### config.mk
export PLATFORM = sky130hd
export DESIGN_NAME = hazard_pipe_ctrl
export DESIGN_NICKNAME = d
export VERILOG_FILES = /design/src/rtl/hazard_pipe_ctrl.sv
export SDC_FILE = /design/constraint.sdc
export NUM_CORES = 1
export LEC_CHECK = 0
export ABC_AREA = 1
export BUFFER_PORTS_ARGS = -buffer_cell sky130_fd_sc_hd__buf_2
export CAP_MARGIN = 20
export CORE_MARGIN = 5
export CORE_UTILIZATION = 54
export DETAILED_ROUTE_END_ITERATION = 7
export GPL_ROUTABILITY_DRIVEN = 0
export PLACE_DENSITY = 0.82
export SYNTH_ARGS = -nofsm -noshare
export SYNTH_HDL_FRONTEND = slang
export SYNTH_SLANG_ARGS = --single-unit
### constraint.sdc
create_clock -name clk -period 2.5 [get_ports clk]
set_clock_uncertainty 0.05 [all_clocks]
set_input_delay 0.75 -clock clk [delete_from_list [all_inputs] [get_ports clk]]
set_output_delay 0.75 -clock clk [all_outputs]
set_load 0.01 [all_outputs]
### src/rtl/hazard_pipe_ctrl.sv
// -----------------------------------------------------------------------------
// hazard_pipe_ctrl
//
// Purpose:
//   Tracks the destination-register specifiers in the EX, MEM and WB stages of
//   a simple in-order pipeline. Inserts bubbles into EX on data-hazard stalls,
//   fetch redirects and invalid ID slots. Arbitrates the register-file write
//   port between the pipeline and an external network agent.
//
//   To arbitrate the write port, a small FSM (IDLE -> DRAIN -> WRITE) first
//   holds IF/ID. It then waits until EX, MEM and WB carry no pending
//   destination. It then grants the write port to the network for exactly one
//   cycle.
//
// Ports:
//   clk                  pipeline clock, all state on rising edge
//   reset                synchronous active-high reset
//   dec_valid_i          ID stage holds a valid instruction
//   dec_op_dest_i        destination specifier of the ID instruction (0 = none)
//   stall_i              data-hazard stall request for the ID instruction
//   flush_i              fetch redirect, kills the ID instruction this cycle
//   net_reg_write_cmd_i  network register-file write request (level)
//   ex_op_dest_o         destination specifier in EX
//   m_op_dest_o          destination specifier in MEM
//   wb_op_dest_o         destination specifier in WB
//   pipeline_stall_o     overall stall indication
//   IF_stall_o           hold fetch stage
//   ID_stall_o           hold decode stage
//   net_write_en_o       one-cycle register-file write grant to the network
//   bubble_count_o       saturating count of stall bubbles inserted
// -----------------------------------------------------------------------------
module hazard_pipe_ctrl #(
    parameter int unsigned reg_width = 6
) (
    input  logic                 clk,
    input  logic                 reset,
    input  logic                 dec_valid_i,
    input  logic [reg_width-1:0] dec_op_dest_i,
    input  logic                 stall_i,
    input  logic                 flush_i,
    input  logic                 net_reg_write_cmd_i,
    output logic [reg_width-1:0] ex_op_dest_o,
    output logic [reg_width-1:0] m_op_dest_o,
    output logic [reg_width-1:0] wb_op_dest_o,
    output logic                 pipeline_stall_o,
    output logic                 IF_stall_o,
    output logic                 ID_stall_o,
    output logic                 net_write_en_o,
    output logic [15:0]          bubble_count_o
);

    typedef enum logic [1:0] {
        ST_IDLE  = 2'b00,
        ST_DRAIN = 2'b01,
        ST_WRITE = 2'b10
    } state_t;

    state_t               state_q, state_d;
    logic [reg_width-1:0] ex_dest_q, ex_dest_d;
    logic [reg_width-1:0] m_dest_q, m_dest_d;
    logic [reg_width-1:0] wb_dest_q, wb_dest_d;
    logic [15:0]          bubble_count_q, bubble_count_d;
    logic                 net_write_en_q, net_write_en_d;

    logic                 fsm_busy_s;
    logic                 pipe_empty_s;
    logic                 issue_s;
    logic                 stall_bubble_s;

    // Decode of current state and pipeline occupancy.
    always_comb begin
        fsm_busy_s     = (state_q != ST_IDLE);
        pipe_empty_s   = (ex_dest_q == '0) && (m_dest_q == '0) && (wb_dest_q == '0);
        // The ID instruction moves into EX only when nothing holds it back.
        issue_s        = dec_valid_i && !stall_i && !flush_i && !fsm_busy_s;
        // Only valid, non-flushed instructions that are held count as bubbles.
        stall_bubble_s = dec_valid_i && !flush_i && (stall_i || fsm_busy_s);
    end

    // Network write FSM next-state logic; flush has no influence here.
    always_comb begin
        state_d = state_q;
        case (state_q)
            ST_IDLE: begin
                if (net_reg_write_cmd_i) begin
                    state_d = ST_DRAIN;
                end else begin
                    state_d = ST_IDLE;
                end
            end
            ST_DRAIN: begin
                if (pipe_empty_s) begin
                    state_d = ST_WRITE;
                end else begin
                    state_d = ST_DRAIN;
                end
            end
            ST_WRITE: begin
                state_d = ST_IDLE;
            end
            default: begin
                state_d = ST_IDLE;
            end
        endcase
    end

    // Pipeline shift, bubble counter and registered write-grant next values.
    always_comb begin
        // EX never freezes: it takes the ID instruction or a bubble.
        if (issue_s) begin
            ex_dest_d = dec_op_dest_i;
        end else begin
            ex_dest_d = '0;
        end
        m_dest_d  = ex_dest_q;
        wb_dest_d = m_dest_q;

        if (stall_bubble_s && (bubble_count_q != 16'hFFFF)) begin
            bubble_count_d = bubble_count_q + 16'd1;
        end else begin
            bubble_count_d = bubble_count_q;
        end

        // The grant flop mirrors the WRITE state, so the output has no input path.
        net_write_en_d = (state_d == ST_WRITE);
    end

    // State registers with synchronous reset overriding every input.
    always_ff @(posedge clk) begin
        if (reset) begin
            state_q        <= ST_IDLE;
            ex_dest_q      <= '0;
            m_dest_q       <= '0;
            wb_dest_q      <= '0;
            bubble_count_q <= 16'd0;
            net_write_en_q <= 1'b0;
        end else begin
            state_q        <= state_d;
            ex_dest_q      <= ex_dest_d;
            m_dest_q       <= m_dest_d;
            wb_dest_q      <= wb_dest_d;
            bubble_count_q <= bubble_count_d;
            net_write_en_q <= net_write_en_d;
        end
    end

    // Stall outputs: flush always lets the redirect load into IF/ID.
    always_comb begin
        pipeline_stall_o = stall_i || fsm_busy_s;
        IF_stall_o       = pipeline_stall_o && !flush_i;
        ID_stall_o       = pipeline_stall_o && !flush_i;
    end

    assign ex_op_dest_o   = ex_dest_q;
    assign m_op_dest_o    = m_dest_q;
    assign wb_op_dest_o   = wb_dest_q;
    assign net_write_en_o = net_write_en_q;
    assign bubble_count_o = bubble_count_q;

endmodule

==> After elaboration in Yosys (flattened, before gate mapping) <==
Index checks and enable logic that the tools add are counted.
{ "word_totals": {"reg_bits": 37, "word_cells": 33, "output_inout_bits": 38, "inputBits": 12} }
{ "classes": {"bitwise": 1, "mux": 3, "addsub": 1, "reduce_logical": 19, "eq_ne": 3} }
{ "op_table": {"columns": ["operator", "count"], "rows": [
  ["$logic_not A6 Y1", 3],
  ["$add A16 B1 Y16 const B", 1],
  ["$ne A16 B16 Y1 const B", 1],
  ["$logic_and A1 B1 Y1", 9],
  ["$pmux W2 S2", 1],
  ["$logic_not A1 Y1", 3],
  ["$eq A2 B1 Y1 const B", 1],
  ["$eq A2 B2 Y1 const B", 1],
  ["$logic_not A2 Y1", 1],
  ["$mux W2", 1],
  ["$reduce_bool A2 Y1", 1],
  ["$reduce_or A2 Y1", 1],
  ["$logic_or A1 B1 Y1", 1],
  ["$mux W1", 1],
  ["$not A1 Y1", 1]
]} }

==> Logic depth before layout (Yosys ltp) <==
Gate-level depths: netlist of run 1.
{ "depth": {"word_depth": 6, "depth_mapped": 9, "depth_no_buf": 9} }

==> Worst setup path after synthesis of run 1 <==
OpenSTA, ideal clock, no wires.
{ "synth_timing": {"path_kind": "input to output", "startpoint": "in stall_i", "endpoint": "out IF_stall_o", "path_buffers": 1, "path_slack_ns": 0.519, "arrival_ns": 1.181, "t_required_ns": 1.700, "stages": 3, "path_cell_list": "nor2_1 > nor2_1 > buf_4"} }
{ "synth_via": {"elab_chain_len": 2} }
{ "synth_lines": {"columns": ["item", "line_no", "text"], "rows": [
  ["start: declaration", "39", "input logic stall_i,"],
  ["$logic_or A1 B1 Y1", "149", "pipeline_stall_o = stall_i || fsm_busy_s;"],
  ["$logic_and A1 B1 Y1", null, null],
  ["end: declaration", "46", "output logic IF_stall_o,"]
]} }
Every way passes these cells.

==> Worst setup path after layout of run 1 <==
{ "layout_timing": {"startpoint": "in stall_i", "endpoint": "out IF_stall_o"} }
{ "layout_via": {"elab_chain_len": 2} }
{ "layout_lines": {"columns": ["item", "line_no", "text"], "rows": [
  ["$logic_or A1 B1 Y1", "149", null],
  ["$logic_and A1 B1 Y1", "150", "IF_stall_o = pipeline_stall_o && !flush_i;"]
]} }
Every way passes these cells.

==> flow_summary.ini, run 1 <==
[status]
status = complete, no violations

[detailed_routing]
drt_wl_total_um = 3470
antenna_left = 0
via_per_inst = 4.90
drc = 0
via_count = 1558
drt_iter0_drc = 133
wire_per_inst_um = 10.9
drtPass1Iterations = 4

[global_route]
antenna_found_initial = 0
top_usage_layer = met2
grtUsageMet1_pct = 21.9
grt_overflow = 0
grt_usage_pct = 18.2
grt_start_max_net_pins = 26
grt_pass1_vias = 1392
grt_pass1_wl_um = 6110
use_met2_pct = 29.5
grt_util_met3_pct = 6.67

[synthesis]
ys_seq_elements = 37
yosysTopAreaCell = dfxtp_1
synth.avg_cell_area_um2 = 7.13
yosys.area.top_type_share_pct = 44.6
netlist_instances = 233
synthTopCellsByArea = dfxtp_1, nand2_1, nor2_1
yosysWarnings = 0
syn_nets = 246
ys_seq_area_share_pct = 44.6
synth.distinct_cells = 24
synth_area_um2 = 1660

[timing]
tns_ns = 0
relSlewSlack_pct = 66.0
rsz0062_at_grt = false
worst_pin_slew_ns = 0.510
hold_viol_final = 0
final.min_clock_period_ns = 2.09
setup_ws_ns = 0.406
slew_violations = 0
layout_worst_path_cycle_share_pct = 83.7
clock.fmax_mhz = 478
fin_hold_ws_ns = 0.404
setup_violations = 0

[die]
die_h_um = 65.5
die-area_um2 = 4280
start_util_pct = 55.3
core.rowCount = 20
num_io_pins = 50
fp.coreArea_um2 = 3000
die_width_um = 65.5

[power_and_ir_drop]
p_comb_share_pct = 6.8
p_sw_share_pct = 23.3
p_leak_nw = 0.944
total_power_mw = 1.12
switching_power_mw = 0.263
p_int_mw = 0.862
vdd_drop_max_v = 0.000397
p_seq_share_pct = 53.6
clkPwrFrac_pct = 39.7
powerDensity_nw_per_um2 = 562

[worst_setup_path]
required_ns = 1.70
crit_path_start_kind = input port
endpoint_kind = primary output
path_class = in2out
cp_max_fo = 3
critPathArrivalTime_ns = 1.29

[cells_and_area]
drive_gt1_share_pct = 26.3
final_core_util_pct = 66.6
fin_area_um2 = 2000
area.growth.synth_to_final_pct = 20.5
fin_cells = 318
antenna_cells = 0
multi_input_area_um2 = 753
n_fill_cell = 268
regArea_um2 = 741
fin_nets = 297

[placement]
dp_hpwl_um = 2590
io_buffers = 49
place_inst = 310
placed_area_um2 = 1910
dp_slack_ns = 0.410

[cts]
h-tree-depth = 2
cts_tree = done
postCtsHoldBufs = 0
path_clk_slew_ns = 0.12
cts_sinks = 37
insertion_delay_ns = 0.35
cts-root-buf = clkbuf_4
post_cts_resized = 0
cts_max_path_buffers = 2
cts_setup_buffers = 0
cts_inserted_buffers = 5

[job]
maxCapViolCount = 0

[hold_path]
hold_class = reg2reg
-- synthesized netlist by cell type --
library cell	count
xnor2_1	3
ha_1	1
inv_2	1
nand3_1	13
o21ai_0	1
buf_4	1
buf_6	2
nand4_1	6
o21a_1	1
a21oi_1	4
a21oi_2	10
buf_2	1
buf_1	2
nor2_2	3
nor2_4	1
inv_1	32
nand2_1	59
nand2_2	1
nand3b_1	1
xor2_1	4
dfxtp_1	37
nor2_1	46
nor3_1	2
o21ai_2	1
-- critical path, stage by stage --
cell,delay [ns]
buf_2,0.10
nor2_1,0.20
nor2_1,0.09
buf_2,0.15
-- sequential cells by signal, indices dropped and copies added (netlist names) --
name / count
m_op_dest_o: 6
wb_op_dest_o: 6
ex_op_dest_o: 6
bubble_count_o: 16
net_write_en_o: 1
state_q: 2
-- path summary, 6_finish.rpt --
path | startpoint | endpoint | slack [ns] | cells after the start
min | ex_op_dest_o[1] | m_op_dest_o[1] | 0.40 | 2
max reg2reg | bubble_count_o[0] | bubble_count_o[6] | 0.67 | 7
max | stall_i | IF_stall_o | 0.41 | 4
min reg2reg | ex_op_dest_o[1] | m_op_dest_o[1] | 0.40 | 2
-- power by group through the flow --
| stage | logic [mW] | registers (mW) | clock network, mW |
|---|---|---|---|
| after detailed placement | 0.0763 | 0.616 | 0 |
| after global placement | 0.0756 | 0.616 | 0 |
| after floorplan | 0.0497 | 0.618 | 0 |
| final | 0.0761 | 0.602 | 0.446 |
| after global routing | 0.0856 | 0.604 | 0.477 |
| after CTS | 0.0767 | 0.602 | 0.448 |
-- metal layers --
layer / wire length [um] / vias up / share of wire (%)
met2: 1570 / 43 / 45
met3: 243 / 8 / 7.0
met5: 0 / - / 0
li1: - / 813 / -
met1: 1590 / 694 / 46
met4: 68 / 0 / 2.0
-- placed cells by master (no fill, tap or decap), types with 4 or more instances in the layout --
| cell | instances |
|---|---|
| buf_2 | 49 |
| nand4_1 | 6 |
| nand3_1 | 13 |
| nor2_1 | 46 |
| a21oi_2 | 10 |
| inv_1 | 32 |
| nand2_1 | 59 |
| xor2_1 | 4 |
| dfxtp_1 | 37 |
| clkbuf_4 | 5 |
| a21oi_1 | 4 |
-- cell type report --
type | instances | share of cell area [%]
multi-input combinational | 157 | 37.6
tap | 33 | 2.06
clock buffer | 6 | 2.56
inverter | 33 | 6.19
timing repair buffer | 50 | 12.6
clock inverter | 2 | 1.88
sequential | 37 | 37.0
-- cell families (layout without fill, tap and decap cells) --
family	after synthesis	after routing	synth area share, %
adders and majority gates	1	1	0.753
buffers and inverters	39	91	10.0
DFF	37	37	44.6
and+or+nand+nor	132	132	33.2
AOI/OAI and AO/OA	17	17	7.76
xor gates and xnor gates	7	7	3.69
Note: power is estimated with default switching activity, not from simulation.
==> run 2, diff against run 1 <==
- CORE_UTILIZATION: 54 -> 50
- PLACE_DENSITY: 0.82 -> 0.77
- clock period: 2.5 -> 2 ns (I/O delays scaled with it)
==> run 2 against run 1 <==
Cell area grew 0.88%; register-to-register slack worse by 0.36 ns; combinational power up 31%; final cell count is 4.4% higher; critical endpoint unchanged.
==> flow_summary.ini, run 2 (same netlist as run 1, synthesis figures left out) <==
[hold_path]
hold_class = reg2reg
hold_depth = 2

[cells_and_area]
area.growth.synth_to_final_pct = 21.6
fin_nets = 299
antenna_cells = 0
layout_commonest_cell = nand2_1
largest_register_ffs = 16
drive_gt1_share_pct = 26.9
layout_common_cells = nand2_1, buf_2, nor2_1
final_core_util_pct = 61.4
multi_input_area_um2 = 756
n_fill_cell = 328
regArea_um2 = 741

[detailed_routing]
drc = 0
via_per_inst = 4.67
drtPass1Iterations = 4
drt_iter0_drc = 58
antenna_left = 0
drt_wl_total_um = 3540
via_count = 1550
wire_per_inst_um = 10.7

[die]
start_util_pct = 50.6
core.rowCount = 21
die-area_um2 = 4570
die_width_um = 67.6
fp.coreArea_um2 = 3280
num_io_pins = 50
die_h_um = 67.6

[power_and_ir_drop]
p_comb_share_pct = 7.4
switching_power_mw = 0.306
powerDensity_nw_per_um2 = 666
clkPwrFrac_pct = 36.6
p_leak_nw = 0.950
vdd_drop_max_v = 0.000488
p_seq_share_pct = 56.0
p_int_mw = 1.04
p_sw_share_pct = 22.8

[cts]
cts-root-buf = clkbuf_4
cts_inserted_buffers = 5
postCtsHoldBufs = 0
h-tree-depth = 2
path_clk_slew_ns = 0.10
cts_sinks = 37
cts_max_path_buffers = 2
insertion_delay_ns = 0.34
cts_tree = done

[timing]
setup_ws_ns = 0.183
worst_pin_slew_ns = 0.429
hold_viol_final = 0
final.min_clock_period_ns = 1.82
slew_violations = 0
relSlewSlack_pct = 71.3
layout_worst_path_cycle_share_pct = 90.9
setup_violations = 0
tns_ns = 0
clock.fmax_mhz = 550
rsz0062_at_grt = false

[global_route]
grt_overflow = 0
grt_pass1_wl_um = 5750
grt_start_max_net_pins = 26
use_met2_pct = 26.2
top_usage_layer = met2
antenna_found_initial = 0
grtUsageMet1_pct = 20.9
grt_usage_pct = 16.8
grt_util_met3_pct = 5.16
grt_pass1_vias = 1404

[placement]
dp_hpwl_um = 2680
dp_slack_ns = 0.194
io_buffers = 49

[worst_setup_path]
required_ns = 1.35
endpoint_kind = primary output
path_class = reg2out
r2r_cells = 9
crit_path_start_kind = flip-flop
critPathArrivalTime_ns = 1.17
cp_max_fo = 3

[status]
status = complete, no violations

[job]
maxCapViolCount = 0
-- run 2: cell count changes in the layout (fill, tap and decap cells not counted) --
cell and change:
buf_4 +2, clkbuf_8 -1, clkinv_2 +1, clkinvlp_4 -1
nor2_1 -1, nor2_2 +1
-- run 2: worst paths after layout --
check	startpoint	endpoint	slack, ns
max	state_q[0]	IF_stall_o	0.18
min	m_op_dest_o[1]	wb_op_dest_o[1]	0.40
max reg2reg	bubble_count_o[0]	bubble_count_o[12]	0.31
min reg2reg	m_op_dest_o[1]	wb_op_dest_o[1]	0.40
-- run 2: layer usage --
metal,vias to the layer above,share of wire (%)
met4,0,2.0
met3,9,6.4
met1,673,48
met5,-,0
li1,820,-
met2,48,44
-- run 2: what timing repair did --
| item | 4_1_cts | 5_1_grt |
|---|---|---|
| endpoints found under the setup margin | 0 | 2 |
| setup buffers | 0 | 0 |
| gates resized for setup | 0 | 1 |
-- run 2: power by group through the flow --
stage | clock [mW] | sequential (mW) | combinational (mW)
after global placement | 0 | 0.770 | 0.0970
after detailed placement | 0 | 0.770 | 0.0993
after floorplan | 0 | 0.773 | 0.0622
final | 0.491 | 0.753 | 0.0995
after global routing | 0.531 | 0.755 | 0.112
after CTS | 0.507 | 0.753 | 0.0999
-- run 2: critical path, stage by stage, from the launching register on --
cell     delay (ns)
dfxtp_1        0.32
inv_1          0.08
nand2_1        0.09
nor2_2         0.14
nor2_1         0.06
buf_2          0.14
-- run 2: area by class of cell --
| cell class | instances | share of cell area [%] |
|---|---|---|
| multi-input combinational | 157 | 37.4 |
| sequential | 37 | 36.7 |
| timing repair buffer | 52 | 13.3 |
| inverter | 33 | 6.14 |
| tap | 46 | 2.85 |
| clock buffer | 5 | 1.86 |
| clock inverter | 2 | 1.74 |
-- run 2: per-stage QoR --
step	hold WS [ns]	instances	cell area [um2]	total power, mW
floorplan	0.418	233	1660	0.835
global placement	0.381	325	1940	0.867
detailed placement	0.390	325	1940	0.869
CTS	0.394	332	2020	1.36
global route	0.394	332	2020	1.40
finish	0.397	332	2020	1.34
